==> config.mk <==
export PLATFORM = sky130hd
export DESIGN_NAME = uart_rx_framed
export DESIGN_NICKNAME = d
export VERILOG_FILES = /design/src/rtl/uart_rx_framed_pkg.sv /design/src/rtl/uart_rx_fifo.sv /design/src/rtl/uart_rx_framed.sv
export SDC_FILE = /design/constraint.sdc
export NUM_CORES = 1
export LEC_CHECK = 0
export BUFFER_PORTS_ARGS = -buffer_cell sky130_fd_sc_hd__buf_4
export CAP_MARGIN = 15
export CORE_ASPECT_RATIO = 0.5
export CORE_MARGIN = 4
export CORE_UTILIZATION = 40
export CTS_CLUSTER_SIZE = 20
export DETAILED_ROUTE_END_ITERATION = 8
export PLACE_DENSITY = 0.63
export SYNTH_ARGS = -nofsm -noshare
export SYNTH_HDL_FRONTEND = slang
export SYNTH_HIERARCHICAL = 1
export SYNTH_SLANG_ARGS = --single-unit
==> constraint.sdc <==
create_clock -name clk -period 3.5 [get_ports clk]
set_input_delay 0.7 -clock clk [delete_from_list [all_inputs] [get_ports clk]]
set_output_delay 0.7 -clock clk [all_outputs]
set_load 0.02 [all_outputs]
==> src/rtl/uart_rx_framed_pkg.sv <==
// rtl/uart_rx_framed_pkg.sv - shared types and helpers for the framed UART receiver
//   uart_parity_e   : line parity mode (none / even / odd)
//   uart_rx_state_e : one-hot receiver FSM states
//   maj3()          : 2-of-3 majority used for bit-centre voting
package uart_rx_framed_pkg;

  typedef logic [7:0]  u8;
  typedef logic [15:0] u16;
  typedef logic [31:0] u32;

  typedef enum logic [1:0] {
    PAR_NONE = 2'd0,
    PAR_EVEN = 2'd1,
    PAR_ODD  = 2'd2
  } uart_parity_e;

  typedef enum logic [4:0] {
    IDLE   = 5'b00001,
    START  = 5'b00010,
    DATA   = 5'b00100,
    PARITY = 5'b01000,
    STOP   = 5'b10000
  } uart_rx_state_e;

  function automatic logic maj3(input logic a, input logic b, input logic c);
    return (a & b) | (a & c) | (b & c);
  endfunction

endpackage

==> src/rtl/uart_rx_fifo.sv <==
// rtl/uart_rx_fifo.sv - single-clock FIFO with one-cycle registered read
//   clk, srst      : clock, synchronous active-high reset
//   wr_en, din     : push (accepted when not full, or when a pop happens in the same clk)
//   rd_en          : pop request, ignored while empty
//   dout, valid    : popped word and its qualifier, one clk after an accepted rd_en
//   empty, full    : occupancy flags
//   data_count     : entries held
module uart_rx_fifo #(
  parameter int WIDTH = 10,
  parameter int DEPTH = 16
) (
  input  logic                     clk,
  input  logic                     srst,
  input  logic                     wr_en,
  input  logic [WIDTH-1:0]         din,
  input  logic                     rd_en,
  output logic [WIDTH-1:0]         dout,
  output logic                     valid,
  output logic                     empty,
  output logic                     full,
  output logic [$clog2(DEPTH):0]   data_count
);

  localparam int AW = $clog2(DEPTH);

  if ((DEPTH < 2) || ((1 << AW) != DEPTH)) begin : g_depth_check
    $error("uart_rx_fifo: DEPTH must be a power of 2 and >= 2");
  end

  logic [WIDTH-1:0] mem [DEPTH];
  logic [AW-1:0]    wptr;
  logic [AW-1:0]    rptr;
  logic             do_wr;
  logic             do_rd;

  assign empty = (data_count == '0);
  assign full  = (data_count == (AW+1)'(DEPTH));
  assign do_rd = rd_en && !empty;
  // A simultaneous pop frees the slot, so a push into a full FIFO still lands.
  assign do_wr = wr_en && (!full || do_rd);

  always_ff @(posedge clk) begin
    if (do_wr) mem[wptr] <= din;
  end

  always_ff @(posedge clk) begin
    if (srst) begin
      wptr       <= '0;
      rptr       <= '0;
      data_count <= '0;
      dout       <= '0;
      valid      <= 1'b0;
    end else begin
      valid <= do_rd;
      if (do_wr) wptr <= wptr + 1'b1;
      if (do_rd) begin
        dout <= mem[rptr];
        rptr <= rptr + 1'b1;
      end
      case ({do_wr, do_rd})
        2'b10:   data_count <= data_count + 1'b1;
        2'b01:   data_count <= data_count - 1'b1;
        default: data_count <= data_count;
      endcase
    end
  end

endmodule

==> src/rtl/uart_rx_framed.sv <==
// rtl/uart_rx_framed.sv - parametrised UART receiver with status-tagged FIFO
//   clk, srst          : clock, synchronous active-high reset
//   rx                 : asynchronous serial line, idle high
//   rd_en              : FIFO pop request
//   dout, dout_perr,
//   dout_ferr, valid   : popped frame, its parity/framing flags, qualifier
//   empty, full,
//   data_count         : FIFO occupancy
//   overrun            : sticky, a frame was dropped on a full FIFO
//   break_det          : one-clk pulse when a break frame is stored
//   clr_status         : clears overrun
module uart_rx_framed #(
  parameter int CLK_IN    = 100_000_000,
  parameter int BAUD      = 115_200,
  parameter int DATA_BITS = 8,
  parameter int PARITY    = 0,
  parameter int STOP_BITS = 1,
  parameter int DEPTH     = 16
) (
  input  logic                   clk,
  input  logic                   srst,
  input  logic                   rx,
  input  logic                   rd_en,
  output logic [DATA_BITS-1:0]   dout,
  output logic                   dout_perr,
  output logic                   dout_ferr,
  output logic                   valid,
  output logic                   empty,
  output logic                   full,
  output logic [$clog2(DEPTH):0] data_count,
  output logic                   overrun,
  output logic                   break_det,
  input  logic                   clr_status
);

  import uart_rx_framed_pkg::*;

  localparam int CPB = CLK_IN / BAUD;
  localparam int TW  = $clog2(CPB);
  localparam int CTR = CPB / 2;
  localparam logic [TW-1:0] T_LAST  = TW'(CPB - 1);
  localparam logic [TW-1:0] T_LO    = TW'(CTR - 1);
  localparam logic [TW-1:0] T_MID   = TW'(CTR);
  localparam logic [TW-1:0] T_HI    = TW'(CTR + 1);
  localparam logic [3:0]    DB_LAST = 4'(DATA_BITS - 1);
  localparam logic [3:0]    SB_LAST = 4'(STOP_BITS - 1);
  localparam logic          ODD_PAR = (PARITY == int'(PAR_ODD));

  if (CPB < 8) begin : g_cpb_check
    $error("uart_rx_framed: CLK_IN/BAUD must be >= 8");
  end
  if ((DATA_BITS < 5) || (DATA_BITS > 9) || (STOP_BITS < 1) || (STOP_BITS > 2) ||
      (PARITY < 0) || (PARITY > 2)) begin : g_frame_check
    $error("uart_rx_framed: unsupported frame format");
  end

  uart_rx_state_e        state, state_nxt;
  logic                  rx_meta, rx_s, rx_s_d;
  logic                  start_edge;
  logic [TW-1:0]         timer;
  logic [3:0]            bit_cnt;
  logic                  s_lo, s_mid;
  logic                  decide, bit_val;
  logic [DATA_BITS-1:0]  shreg;
  logic                  perr, ferr, pbit_zero, stop_zero;
  logic                  frame_start, shift_en, par_en, stop_en, frame_done;
  logic                  wr_en, brk;
  logic [DATA_BITS+1:0]  wr_data;
  logic [DATA_BITS+1:0]  fifo_dout;

  // Preset to idle-high so reset release never looks like a start edge.
  always_ff @(posedge clk) begin
    if (srst) begin
      rx_meta <= 1'b1;
      rx_s    <= 1'b1;
      rx_s_d  <= 1'b1;
    end else begin
      rx_meta <= rx;
      rx_s    <= rx_meta;
      rx_s_d  <= rx_s;
    end
  end

  // Only a falling edge starts a frame, so a line stuck low after a break stays quiet.
  assign start_edge = rx_s_d & ~rx_s;
  assign decide     = (timer == T_HI);
  assign bit_val    = maj3(s_lo, s_mid, rx_s);

  always_ff @(posedge clk) begin
    if (srst) state <= IDLE;
    else      state <= state_nxt;
  end

  always_comb begin
    state_nxt = state;
    case (state)
      IDLE:  if (start_edge) state_nxt = START;
      START: if (decide) state_nxt = bit_val ? IDLE : DATA;
      DATA:  if (decide && (bit_cnt == DB_LAST))
               state_nxt = (PARITY != 0) ? uart_rx_framed_pkg::PARITY : STOP;
      uart_rx_framed_pkg::PARITY: if (decide) state_nxt = STOP;
      STOP:  if (decide && (bit_cnt == SB_LAST)) state_nxt = IDLE;
      default: state_nxt = IDLE;
    endcase
  end

  always_comb begin
    frame_start = 1'b0;
    shift_en    = 1'b0;
    par_en      = 1'b0;
    stop_en     = 1'b0;
    frame_done  = 1'b0;
    case (state)
      IDLE:  frame_start = start_edge;
      DATA:  shift_en    = decide;
      uart_rx_framed_pkg::PARITY: par_en = decide;
      STOP: begin
        stop_en    = decide;
        frame_done = decide && (bit_cnt == SB_LAST);
      end
      default: ;
    endcase
  end

  // The bit timer free-runs from the start edge, so every decision lands one
  // full bit period after the previous one regardless of state changes.
  always_ff @(posedge clk) begin
    if (srst) begin
      timer     <= '0;
      bit_cnt   <= '0;
      s_lo      <= 1'b1;
      s_mid     <= 1'b1;
      shreg     <= '0;
      perr      <= 1'b0;
      ferr      <= 1'b0;
      pbit_zero <= 1'b1;
      stop_zero <= 1'b1;
      wr_en     <= 1'b0;
      wr_data   <= '0;
      brk       <= 1'b0;
    end else begin
      wr_en <= frame_done;
      brk   <= frame_done && (shreg == '0) && pbit_zero && stop_zero && !bit_val;
      if (frame_done) wr_data <= {ferr | ~bit_val, perr, shreg};

      if (state == IDLE)       timer <= '0;
      else if (timer == T_LAST) timer <= '0;
      else                      timer <= timer + 1'b1;

      if (timer == T_LO)  s_lo  <= rx_s;
      if (timer == T_MID) s_mid <= rx_s;

      if (frame_start) begin
        bit_cnt   <= '0;
        perr      <= 1'b0;
        ferr      <= 1'b0;
        pbit_zero <= 1'b1;
        stop_zero <= 1'b1;
      end else if (decide) begin
        bit_cnt <= (state_nxt != state) ? 4'd0 : bit_cnt + 4'd1;
      end

      if (shift_en) shreg <= {bit_val, shreg[DATA_BITS-1:1]};
      if (par_en) begin
        perr      <= ((^shreg) ^ bit_val) != ODD_PAR;
        pbit_zero <= ~bit_val;
      end
      if (stop_en) begin
        if (!bit_val) ferr      <= 1'b1;
        else          stop_zero <= 1'b0;
      end
    end
  end

  // A new overrun wins over a same-cycle clear.
  always_ff @(posedge clk) begin
    if (srst)                             overrun <= 1'b0;
    else if (wr_en && full && !rd_en)     overrun <= 1'b1;
    else if (clr_status)                  overrun <= 1'b0;
  end

  assign break_det = brk;

  uart_rx_fifo #(
    .WIDTH (DATA_BITS + 2),
    .DEPTH (DEPTH)
  ) u_fifo (
    .clk        (clk),
    .srst       (srst),
    .wr_en      (wr_en),
    .din        (wr_data),
    .rd_en      (rd_en),
    .dout       (fifo_dout),
    .valid      (valid),
    .empty      (empty),
    .full       (full),
    .data_count (data_count)
  );

  assign dout      = fifo_dout[DATA_BITS-1:0];
  assign dout_perr = fifo_dout[DATA_BITS];
  assign dout_ferr = fifo_dout[DATA_BITS+1];

endmodule

==> flow_summary.ini <==
[route]
routedWlPerCell_um = 18.2
wl_um = 18000
drc_errors = 0
vias_per_cell = 5.20
dr.pass1.iters = 5
ant_nets = 0
drt_iter0_markers = 340
vias = 5137

[min_path]
holdCritStartpoint = rx
hold_path.class = in2reg
min_to = rx_meta
worstHoldPathCells = 2

[floorplanning]
initial_core_util_pct = 41.2
die_area_um2 = 26400
die_x_um = 226
core_um2 = 23100
io-pin-count = 25
row_count = 39
die_height_um = 117

[final_layout]
final_util_pct = 46.9
antenna_cells = 0
design_area_um2 = 10800
n_fill_cell = 1980
layout-drive-gt1-share_pct = 19.7
final_nets = 687
instances_no_fill = 988
syn_to_final_growth_pct = 14.0

[setup_path]
critPathMaxFanout = 7
arrival_ns = 3.62
crit_path_end_kind = register
r2r-start = u_fifo/data_count[0]
r2r_cells = 10
start_kind = register
r2r_setup_slack_ns = 0.32
reg2reg_to = u_fifo/data_count[4]
critPathRequiredTime_ns = 3.94
path_class = reg2reg
crit_start = u_fifo/data_count[0]

[synthesis]
synthCells = 624
synth_ff_type = edfxtp_1
synth_area_per_cell_um2 = 15.2
netlist_area_um2 = 9500
synth_most_common_cell = edfxtp_1
synth_seq_cells = 233
synth_cell_types = 57
synth_top_cells_by_area = edfxtp_1 (51%), dfxtp_1 (15%), mux4_2 (9.5%)
ys_warn_count = 6
synth_commonest_cells = edfxtp_1 (160), dfxtp_1 (73), nor2_1 (67), mux2i_1 (43), mux4_2 (40)
synth_nets = 647
synth_edf_count = 160
synth_top_area_share_pct = 50.6
yosysSeqAreaShare_pct = 66.0
yosysTopAreaCell = edfxtp_1
async_flop_share_pct = 0

[placement]
dp_slack_ns = 0.394
hpwl_um = 11400
place_congestion = 0.765
port_buffers = 24
placed_cell_area_um2 = 10100
placed_cells = 946

[global_routing]
grtUsageTotal_pct = 13.8
grt_max_degree = 64
grt_pass1_wl_um = 28600
first_global_vias = 5039
grt_remaining_overflow = 0
antenna_found_initial = 0

[clocking]
cts.sinks = 233
clk_pin_slew_ns = 0.06
clockBufferDepth = 3
root_buffer = clkbuf_16
cts_resized = 0
post-cts-setup-buffers = 0
cts_tree = built
h-tree-depth = 1
insertion_delay_ns = 0.51
cts_buffers = 23
hold_buffers = 0

[pwr]
powerDensity_nw_per_um2 = 581
p_leak_nw = 3.66
finalPower_mw = 6.28
vdd_drop_max_v = 0.000260

[run]
max_cap_viol_count = 0

[timing]
setup_slack_ns = 0.321
setup-tns-final_ns = 0
slew_headroom_pct = 46.7
setup_viol_count_final = 0
fin_worst_skew_ns = 0.0272
fmax_mhz = 315
finalHoldViolations = 0
hold_ws_ns = 0.390
finalCriticalPeriod_ns = 3.18
tightest_slew_ns = 0.799
rsz0062_at_grt = false
fin_crit_sh_pct = 90.8
drv_slew = 0

[run_status]
run_status = finished clean
## layer usage
metal	part of all wire [%]	up-vias	track usage [%]
met5	0	-	0
met1	48	2567	20.1
met3	4.6	21	2.44
met2	46	102	22.2
met4	1.2	0	2.57
li1	-	2447	-
## power breakdown
group / internal [mW] / total, mW / switching, mW
sequential: 2.98 / 3.08 / 0.103
combinational: 0.398 / 0.830 / 0.432
clock: 1.38 / 2.37 / 0.998
total: 4.75 / 6.28 / 1.53
## flip-flops by register name (all words and copies together) (netlist names), 4 cells and up
signal	cells
u_fifo/mem	160
u_fifo/wptr	4
wr_data	10
u_fifo/rptr	4
bit_cnt	4
shreg	8
u_fifo/dout	10
state	5
timer	10
u_fifo/data_count	5
## logic make-up after synthesis
logic type,after synthesis,synth area share [%]
AOI/OAI and AO/OA,46,3.45
xor gates and xnor gates,22,2.03
adders and majority gates,19,2.56
buffers and inverters,49,2.24
DFF,233,66.0
muxes,84,14.3
and+or+nand+nor,171,9.50
## cell type report
cell class | count | area (um2) | area share [%]
multi-input cells | 342 | 3020 | 27.9
inverters | 20 | 75.1 | 0.693
clock buffers | 32 | 649 | 6.00
clock inverters | 10 | 86.3 | 0.798
repair buffers | 44 | 343 | 3.17
well taps | 307 | 384 | 3.55
flip-flops and latches | 233 | 6270 | 57.9
## how the worst max path moves through the flow
stage                                 endpoint  slack, ns  cells after the start
after detailed placement  u_fifo/data_count[4]       0.39                     10
after floorplan           u_fifo/data_count[4]       0.65                     12
after CTS                 u_fifo/data_count[4]       0.37                     10
final                     u_fifo/data_count[4]       0.32                     10
after global routing      u_fifo/data_count[4]       0.15                     10
after global placement    u_fifo/data_count[4]       0.57                     10
## critical path, stage by stage, from the launching register on
cell and delay [ns]:
dfxtp_1 0.34, or4_1 0.67, o21a_1 0.34, nand2_1 0.18, inv_1 0.10, ha_1 0.34
nand2b_1 0.09, a2111oi_0 0.56, a31oi_1 0.09, or2_2 0.30, a21oi_1 0.11
## cells in the final DEF, fill, tap and decap left out, drive strengths merged, types with 2 or more instances in the layout
master  synthesis  layout
nor3           10      10
nor2           68      68
o21a            2       2
nor2b           3       3
o221ai         11      11
mux4           40      40
o21ai           5       5
nand4           5       5
buf            12      44
xor2           11      11
clkinv          0       7
and4            2       2
nand4b          2       2
or3             2       2
nor4            2       2
a21oi          12      12
and3b           2       2
ha             17      17
nand2          20      20
nand2b          7       7
edfxtp        160     160
nand3          17      17
inv            20      21
a21o            4       4
xnor2          11      11
clkbuf         17      32
or2             7       7
nand3b         16      16
mux2i          44      44
dfxtp          73      73
a31oi           6       6
Power figures use the tool's default switching activity.
